## src/rtl/multicycle_alu.sv

```systemverilog
// Registered WIDTH-bit ALU with narrow (WIDTH/2) mode and a {Z,C,N,O} flag register.
// MUL (shift-add) and DIVU (restoring) run one bit per cycle under a small FSM.
module multicycle_alu #(
  parameter int WIDTH = 16
) (
  input  logic             Clock,
  input  logic             Reset,
  input  logic             Start,
  input  logic [3:0]       Op,
  input  logic             Narrow,
  input  logic [WIDTH-1:0] A,
  input  logic [WIDTH-1:0] B,
  input  logic             WF,
  output logic             Busy,
  output logic             Done,
  output logic [WIDTH-1:0] Result,
  output logic [WIDTH-1:0] ResultHi,
  output logic [3:0]       FlagsOut,
  output logic [1:0]       DbgState
);
  // Handshake: a request is taken at any rising edge with Start=1 and Busy=0; Op, Narrow,
  // A, B and WF are captured there. Done pulses for exactly one cycle when Result,
  // ResultHi and FlagsOut are updated; a new request may be taken on that same edge.
  localparam int NW = WIDTH / 2;
  localparam int CW = $clog2(WIDTH);

  typedef enum logic [1:0] {IDLE = 2'd0, MUL = 2'd1, DIV = 2'd2} stateE;
  stateE state, stateNext;

  logic               accept, nR, wfR, lastIter;
  logic [CW-1:0]      cnt;
  logic [WIDTH-1:0]   lowMask, aE, bE, addB, raw, rawM, topBit;
  logic [WIDTH:0]     sum;
  logic               addCin, addCout, addOvf, cOut, oOut;
  logic [2*WIDTH-1:0] acc, mcand, accNext;
  logic [WIDTH-1:0]   mplier, rem, quo, divisor, remNext, quoNext, quoM;
  logic [WIDTH:0]     remShift;
  logic               remGe;

  function automatic logic msbOf(input logic [WIDTH-1:0] v, input logic nar);
    return nar ? v[NW-1] : v[WIDTH-1];
  endfunction

  function automatic logic [WIDTH-1:0] fitResult(input logic [WIDTH-1:0] v, input logic nar);
    return nar ? {{NW{v[NW-1]}}, v[NW-1:0]} : v;
  endfunction

  assign lowMask = Narrow ? {{NW{1'b0}}, {NW{1'b1}}} : '1;
  assign topBit  = Narrow ? {{NW{1'b0}}, 1'b1, {(NW-1){1'b0}}} : {1'b1, {(WIDTH-1){1'b0}}};
  assign aE      = A & lowMask;
  assign bE      = B & lowMask;
  assign accept  = Start && !Busy;
  assign lastIter = (cnt == (nR ? CW'(NW - 1) : CW'(WIDTH - 1)));

  // Single-cycle datapath; subtraction is A + ~B + 1 so C means "no borrow".
  always_comb begin
    addB    = (Op == 4'b0110) ? (~B & lowMask) : bE;
    addCin  = (Op == 4'b0110) ? 1'b1 : ((Op == 4'b0101) ? FlagsOut[2] : 1'b0);
    sum     = {1'b0, aE} + {1'b0, addB} + {{WIDTH{1'b0}}, addCin};
    addCout = Narrow ? sum[NW] : sum[WIDTH];
    addOvf  = (msbOf(aE, Narrow) == msbOf(addB, Narrow)) &&
              (msbOf(sum[WIDTH-1:0], Narrow) != msbOf(aE, Narrow));
    raw  = '0;
    cOut = FlagsOut[2];
    oOut = FlagsOut[0];
    unique case (Op)
      4'b0000: raw = aE;
      4'b0001: raw = bE;
      4'b0010: raw = ~aE;
      4'b0011: raw = ~bE;
      4'b0100, 4'b0101, 4'b0110: begin
        raw  = sum[WIDTH-1:0];
        cOut = addCout;
        oOut = addOvf;
      end
      4'b0111: raw = aE & bE;
      4'b1000: raw = aE | bE;
      4'b1001: raw = aE ^ bE;
      4'b1010: raw = ~(aE & bE);
      4'b1011: begin raw = aE << 1; cOut = msbOf(aE, Narrow); end
      4'b1100: begin raw = aE >> 1; cOut = aE[0]; end
      4'b1101: begin raw = (aE >> 1) | (msbOf(aE, Narrow) ? topBit : '0); cOut = aE[0]; end
      default: raw = '0;
    endcase
    rawM = raw & lowMask;
  end

  // One iteration of shift-add multiply and restoring divide.
  always_comb begin
    accNext  = acc + (mplier[0] ? mcand : '0);
    remShift = {rem, quo[WIDTH-1]};
    remGe    = (remShift >= {1'b0, divisor});
    remNext  = remGe ? WIDTH'(remShift - {1'b0, divisor}) : remShift[WIDTH-1:0];
    quoNext  = {quo[WIDTH-2:0], remGe};
    quoM     = nR ? {{NW{1'b0}}, quoNext[NW-1:0]} : quoNext;
  end

  always_ff @(posedge Clock) begin
    if (Reset) state <= IDLE;
    else       state <= stateNext;
  end

  always_comb begin
    stateNext = state;
    unique case (state)
      IDLE: if (accept && Op == 4'b1110)            stateNext = MUL;
            else if (accept && Op == 4'b1111 && bE != '0) stateNext = DIV;
      MUL, DIV: if (lastIter) stateNext = IDLE;
      default: stateNext = IDLE;
    endcase
  end

  always_comb begin
    Busy     = (state != IDLE);
    DbgState = state;
  end

  always_ff @(posedge Clock) begin
    if (Reset) begin
      Done <= 1'b0; Result <= '0; ResultHi <= '0; FlagsOut <= '0;
      nR <= 1'b0; wfR <= 1'b0; cnt <= '0;
      acc <= '0; mcand <= '0; mplier <= '0;
      rem <= '0; quo <= '0; divisor <= '0;
    end else begin
      Done <= 1'b0;
      if (accept) begin
        nR  <= Narrow;
        wfR <= WF;
        cnt <= '0;
        if (Op == 4'b1110) begin
          acc <= '0; mcand <= {{WIDTH{1'b0}}, aE}; mplier <= bE;
        end else if (Op == 4'b1111 && bE != '0) begin
          rem <= '0; divisor <= bE;
          quo <= Narrow ? (aE << NW) : aE;
        end else if (Op == 4'b1111) begin
          Result   <= '1;
          ResultHi <= aE;
          Done     <= 1'b1;
          if (WF) FlagsOut <= {1'b0, FlagsOut[2], 1'b1, 1'b1};
        end else begin
          Result   <= fitResult(rawM, Narrow);
          ResultHi <= '0;
          Done     <= 1'b1;
          if (WF) FlagsOut <= {(rawM == '0), cOut, msbOf(rawM, Narrow), oOut};
        end
      end else if (state == MUL) begin
        acc    <= accNext;
        mcand  <= mcand << 1;
        mplier <= mplier >> 1;
        cnt    <= cnt + 1'b1;
        if (lastIter) begin
          Done     <= 1'b1;
          Result   <= accNext[WIDTH-1:0];
          ResultHi <= nR ? '0 : accNext[2*WIDTH-1:WIDTH];
          if (wfR) begin
            if (nR) FlagsOut <= {(accNext[NW-1:0] == '0), (accNext[WIDTH-1:NW] != '0),
                                 accNext[NW-1], FlagsOut[0]};
            else    FlagsOut <= {(accNext[WIDTH-1:0] == '0), (accNext[2*WIDTH-1:WIDTH] != '0),
                                 accNext[WIDTH-1], FlagsOut[0]};
          end
        end
      end else if (state == DIV) begin
        rem <= remNext;
        quo <= quoNext;
        cnt <= cnt + 1'b1;
        if (lastIter) begin
          Done     <= 1'b1;
          Result   <= fitResult(quoM, nR);
          ResultHi <= remNext;
          if (wfR) FlagsOut <= {(quoM == '0), FlagsOut[2], msbOf(quoM, nR), 1'b0};
        end
      end
    end
  end
endmodule

```

## config.mk

```make
export PLATFORM = sky130hd
export DESIGN_NAME = multicycle_alu
export DESIGN_NICKNAME = d
export VERILOG_FILES = /design/src/rtl/multicycle_alu.sv
export SDC_FILE = /design/constraint.sdc
export NUM_CORES = 1
export LEC_CHECK = 0
export CORE_MARGIN = 4
export CORE_UTILIZATION = 33
export DETAILED_ROUTE_END_ITERATION = 6
export GPL_TIMING_DRIVEN = 0
export PLACE_DENSITY_LB_ADDON = 0.08
export SLEW_MARGIN = 20
export SYNTH_ARGS = -nofsm -noshare
export SYNTH_HDL_FRONTEND = slang
export SYNTH_SLANG_ARGS = --single-unit
```

## constraint.sdc

```tcl
create_clock -name Clock -period 4.3 [get_ports Clock]
set_input_delay 0.43 -clock Clock [delete_from_list [all_inputs] [get_ports Clock]]
set_output_delay 0.43 -clock Clock [all_outputs]
set_load 0.02 [all_outputs]
```

==> insert_results.sql <==
INSERT INTO impl_metrics (metric_group, metric, value, unit) VALUES
('setup_path', 'critical_path_maximum_fanout', '10', ''),
('detailed_routing', 'drt-vias-per-instance', '5.783', ''),
('floorplanning', 'floorplan_row_count', '73', ''),
('sta', 'slew_at_the_pin_closest_to_its_max_slew_limit', '1.015', 'ns'),
('power_and_ir_drop', 'clock_power_share', '37.5', '%'),
('grt', 'vias_in_the_first_global_route', '13328', ''),
('power_and_ir_drop', 'cellPowerDensity', '278.9', 'nW/µm²'),
('clock_network', 'clock_sink_count', '173', ''),
('grt', 'antenna_found_initial', '0', ''),
('setup_path', 'worst-endpoint-arrival', '4.43', 'ns'),
('setup_path', 'timing.critical_path.required', '4.60', 'ns'),
('power_and_ir_drop', 'p_sw', '0.001441', 'W'),
('placement', 'place.detailed.hpwl', '45100', 'µm'),
('yosys', 'synth.distinct_cells', '86', ''),
('sta', 'endpoints_failing_hold', '0', ''),
('yosys', 'synthesis.instances', '1819', ''),
('detailed_routing', 'route.final.wire_length', '57790', 'µm'),
('sta', 'post-route-period-util', '95.95', '%'),
('setup_path', 'r2r_slack', '0.26', 'ns'),
('floorplanning', 'die_width', '209.3', 'µm'),
('detailed_routing', 'detailedRoute.firstIterationViolations', '1641', ''),
('detailed_routing', 'routed-via-count', '14204', ''),
('outcome', 'run_status', 'finished clean', ''),
('sta', 'timing_max_transition_violations_final', '0', ''),
('setup_path', 'worstSetupPathDepth', '16', ''),
('yosys', 'synth_enable_flop_cells', '0', ''),
('detailed_routing', 'routedWlPerCell', '23.53', 'µm'),
('floorplanning', 'die_area', '43810', 'µm²'),
('floorplanning', 'floorplan.initialDensity', '33.51', '%'),
('setup_path', 'worst_setup_path_category', 'input pin to flip-flop', ''),
('yosys', 'syn_area', '13370', 'µm²'),
('setup_path', 'critPathCaptureType', 'flip-flop', ''),
('clock_network', 'clock_tree_from_tritoncts', 'yes', ''),
('sta', 'post-route-min-period', '4.126', 'ns'),
('yosys', 'yosys.area.top_type', 'sky130_fd_sc_hd__dfxtp_1', ''),
('setup_path', 'cp.buffers_inverters', '2', ''),
('grt', 'gr-usage-all-layers', '25.37', '%'),
('power_and_ir_drop', 'cellLeakagePower', '5.882', 'nW'),
('floorplanning', 'die_height', '209.3', 'µm'),
('placement', 'buffer_ports.inserted', '78', ''),
('sta', 'max_freq', '242.4', 'MHz'),
('detailed_routing', 'drt_pass1_iterations', '6', ''),
('setup_path', 'timing.critical_path.max_delay_family', 'compound AO/OA/AOI/OAI gates', ''),
('yosys', 'post_synth.cell_area_avg', '7.352', 'µm²'),
('yosys', 'synth-main-ff-cell', 'sky130_fd_sc_hd__dfxtp_1', ''),
('placement', 'gp_congestion', '1.009', ''),
('sta', 'rsz0062_at_grt', 'yes', ''),
('detailed_routing', 'drt_drc_violations_left', '0', ''),
('clock_network', 'cts_root_buffer', 'sky130_fd_sc_hd__clkbuf_16', ''),
('clock_network', 'worst_skew_pair.late_latency', '0.47', 'ns'),
('setup_path', 'library_cell_contributing_the_largest_single_delay_on_the_critical_path', 'sky130_fd_sc_hd__clkdlybuf4s50_1', ''),
('floorplanning', 'core_area', '39910', 'µm²'),
('yosys', 'ys.warnings.count', '0', ''),
('setup_path', 'worstReg2RegEnd', 'ResultHi[14]', ''),
('run', 'max_cap_violations', '0', ''),
('power_and_ir_drop', 'report.power.total', '0.004334', 'W'),
('yosys', 'async_reset_ff_share', '0', '%'),
('power_and_ir_drop', 'max-vdd-ir-drop', '0.2816', 'mV'),
('cells_and_area', 'area.growth.synth_to_final', '16.22', '%'),
('setup_path', 'timing_endpoint_of_the_critical_path', 'Result[11]', ''),
('setup_path', 'startpoint', 'Op[0]', ''),
('sta', 'setup_viol', '0', ''),
('floorplanning', 'number_of_ports_placed_on_the_die_boundary', '81', ''),
('setup_path', 'timing.critical_path.cells', 'clkdlybuf4s50_1 > nand2b_2 > nor2_4 > buf_6 > xnor2_1 > fa_2 > a211oi_1 > nor2_1 > o21ai_0 > a21oi_1 > xnor2_1 > o211ai_1 > o21ai_4 > a311oi_2 > a21oi_1 > nor2_1', ''),
('power_and_ir_drop', 'seq_power_share', '38.8', '%'),
('grt', 'grt_start_max_net_pins', '17', ''),
('cells_and_area', 'layout.cells.most_common', 'sky130_fd_sc_hd__nor2_1', ''),
('power_and_ir_drop', 'internal-power', '0.002894', 'W'),
('cells_and_area', 'layout.nets', '2061', ''),
('grt', 'grt_remaining_overflow', '0', ''),
('clock_network', 'clock_tree.htree_level_count', '4', '');
[sequential cells by signal, indices dropped and copies added (netlist names)]
| register | cells |
|---|---|
| mcand | 32 |
| DbgState | 2 |
| rem | 16 |
| FlagsOut | 4 |
| Result | 16 |
| nR | 1 |
| Done | 1 |
| mplier | 16 |
| quo | 16 |
| wfR | 1 |
| ResultHi | 16 |
| divisor | 16 |
| cnt | 4 |
| acc | 32 |
[worst min-delay path by stage]
stage,from,endpoint,slack [ns],cells after the start
3_3_place_gp,divisor[6],divisor[6],0.45,2
2_1_floorplan,quo[15],quo[15],0.43,2
5_1_grt,mcand[23],mcand[24],0.48,2
6_report,divisor[2],divisor[2],0.46,2
3_5_place_dp,quo[15],quo[15],0.45,2
4_1_cts,divisor[4],divisor[4],0.46,2
[what timing repair did]
action | CTS | global route
pin swaps | 2 | 2
resized for setup | 20 | 19
endpoints found under the setup margin | 17 | 14
endpoints found under the hold margin | 0 | 0
hold buffers | 0 | 0
buffers inserted | 1 | 2
[cell type report]
type | instances | area (µm²)
fillers | 4251 | 24370
plain buffers | 119 | 488.0
inverters | 78 | 292.8
clock inverters | 13 | 153.9
flip-flops and latches | 173 | 3465
repair buffers | 81 | 803.3
multi-input cells | 1448 | 9241
well taps | 525 | 656.9
clock buffers | 19 | 442.9
[routing by layer]
layer / GRT usage (%) / routed length (µm)
met2: 39.67 / 25570
met3: 4.709 / 4431
met4: 7.426 / 1525
met5: 0 / 0
met1: 35.74 / 26260
[kinds of logic (layout without fill, tap and decap cells)]
| logic type | count (synthesis) | in the layout | share of synthesized area, % |
|---|---|---|---|
| flip-flops | 173 | 173 | 25.90 |
| adder cells (fa/ha/maj) | 102 | 102 | 9.767 |
| multiplexers | 33 | 33 | 2.526 |
| XOR/XNOR | 85 | 85 | 5.623 |
| AO/OA/AOI/OAI | 513 | 513 | 25.65 |
| AND/OR/NAND/NOR | 715 | 715 | 24.78 |
| buffers and inverters | 198 | 310 | 5.754 |
[Yosys cell counts (all sizes together), types with 6 or more instances]
| cell type | n |
|---|---|
| or2 | 6 |
| nor3 | 86 |
| mux2 | 6 |
| a2111oi | 7 |
| xnor2 | 61 |
| a221oi | 14 |
| mux2i | 27 |
| inv | 78 |
| a21boi | 6 |
| nand2 | 184 |
| a22oi | 19 |
| a211oi | 53 |
| dfxtp | 173 |
| o22ai | 13 |
| o21ai | 80 |
| o211ai | 10 |
| clkbuf | 95 |
| nand4 | 9 |
| nand2b | 25 |
| ha | 98 |
| o21bai | 8 |
| and3 | 7 |
| a221o | 9 |
| a31oi | 18 |
| buf | 25 |
| a21oi | 168 |
| o221ai | 11 |
| nor2 | 244 |
| o21a | 14 |
| a21o | 18 |
| nor4 | 17 |
| a311oi | 19 |
| a2bb2oi | 10 |
| and2 | 40 |
| nand3 | 60 |
| nor2b | 16 |
| xor2 | 24 |
| a222oi | 6 |
[worst reg2reg max path, stage by stage (launching register included)]
cell                       delay, ns
sky130_fd_sc_hd__dfxtp_2        0.39
sky130_fd_sc_hd__clkbuf_2       0.26
sky130_fd_sc_hd__and2_1         0.20
sky130_fd_sc_hd__ha_1           0.21
sky130_fd_sc_hd__fa_1           0.43
sky130_fd_sc_hd__a21oi_1        0.22
sky130_fd_sc_hd__o21ai_1        0.20
sky130_fd_sc_hd__a211oi_4       0.42
sky130_fd_sc_hd__o21ai_2        0.16
sky130_fd_sc_hd__a31oi_1        0.33
sky130_fd_sc_hd__o21ai_0        0.16
sky130_fd_sc_hd__a21oi_1        0.19
sky130_fd_sc_hd__xnor2_1        0.18
sky130_fd_sc_hd__a221oi_1       0.46
sky130_fd_sc_hd__nor3_1         0.09
[power by group through the flow]
stage | Clock [W] | Combinational (W) | Sequential (W)
floorplan | 0 | 0.000560 | 0.00174
global placement | 0 | 0.000973 | 0.00172
detailed placement | 0 | 0.000975 | 0.00172
CTS | 0.00165 | 0.000990 | 0.00168
global route | 0.00171 | 0.00109 | 0.00169
finish | 0.00163 | 0.00103 | 0.00168
[per-stage QoR]
stage / TNS, ns / hold WS (ns) / setup WS, ns / instances / util, %
after global placement: -19.13 / 0.4473 / -1.572 / 2422 / 37.12
after floorplan: 0 / 0.4319 / 0.1443 / 1819 / -
after global routing: -0.01689 / 0.4778 / -0.01689 / 2456 / 38.94
after detailed placement: -18.75 / 0.4524 / -1.522 / 2422 / 37.12
after CTS: 0 / 0.4631 / 0.03162 / 2454 / 38.78
final: 0 / 0.4602 / 0.1741 / 2456 / 38.94
Note: power is estimated with default switching activity, not from simulation.
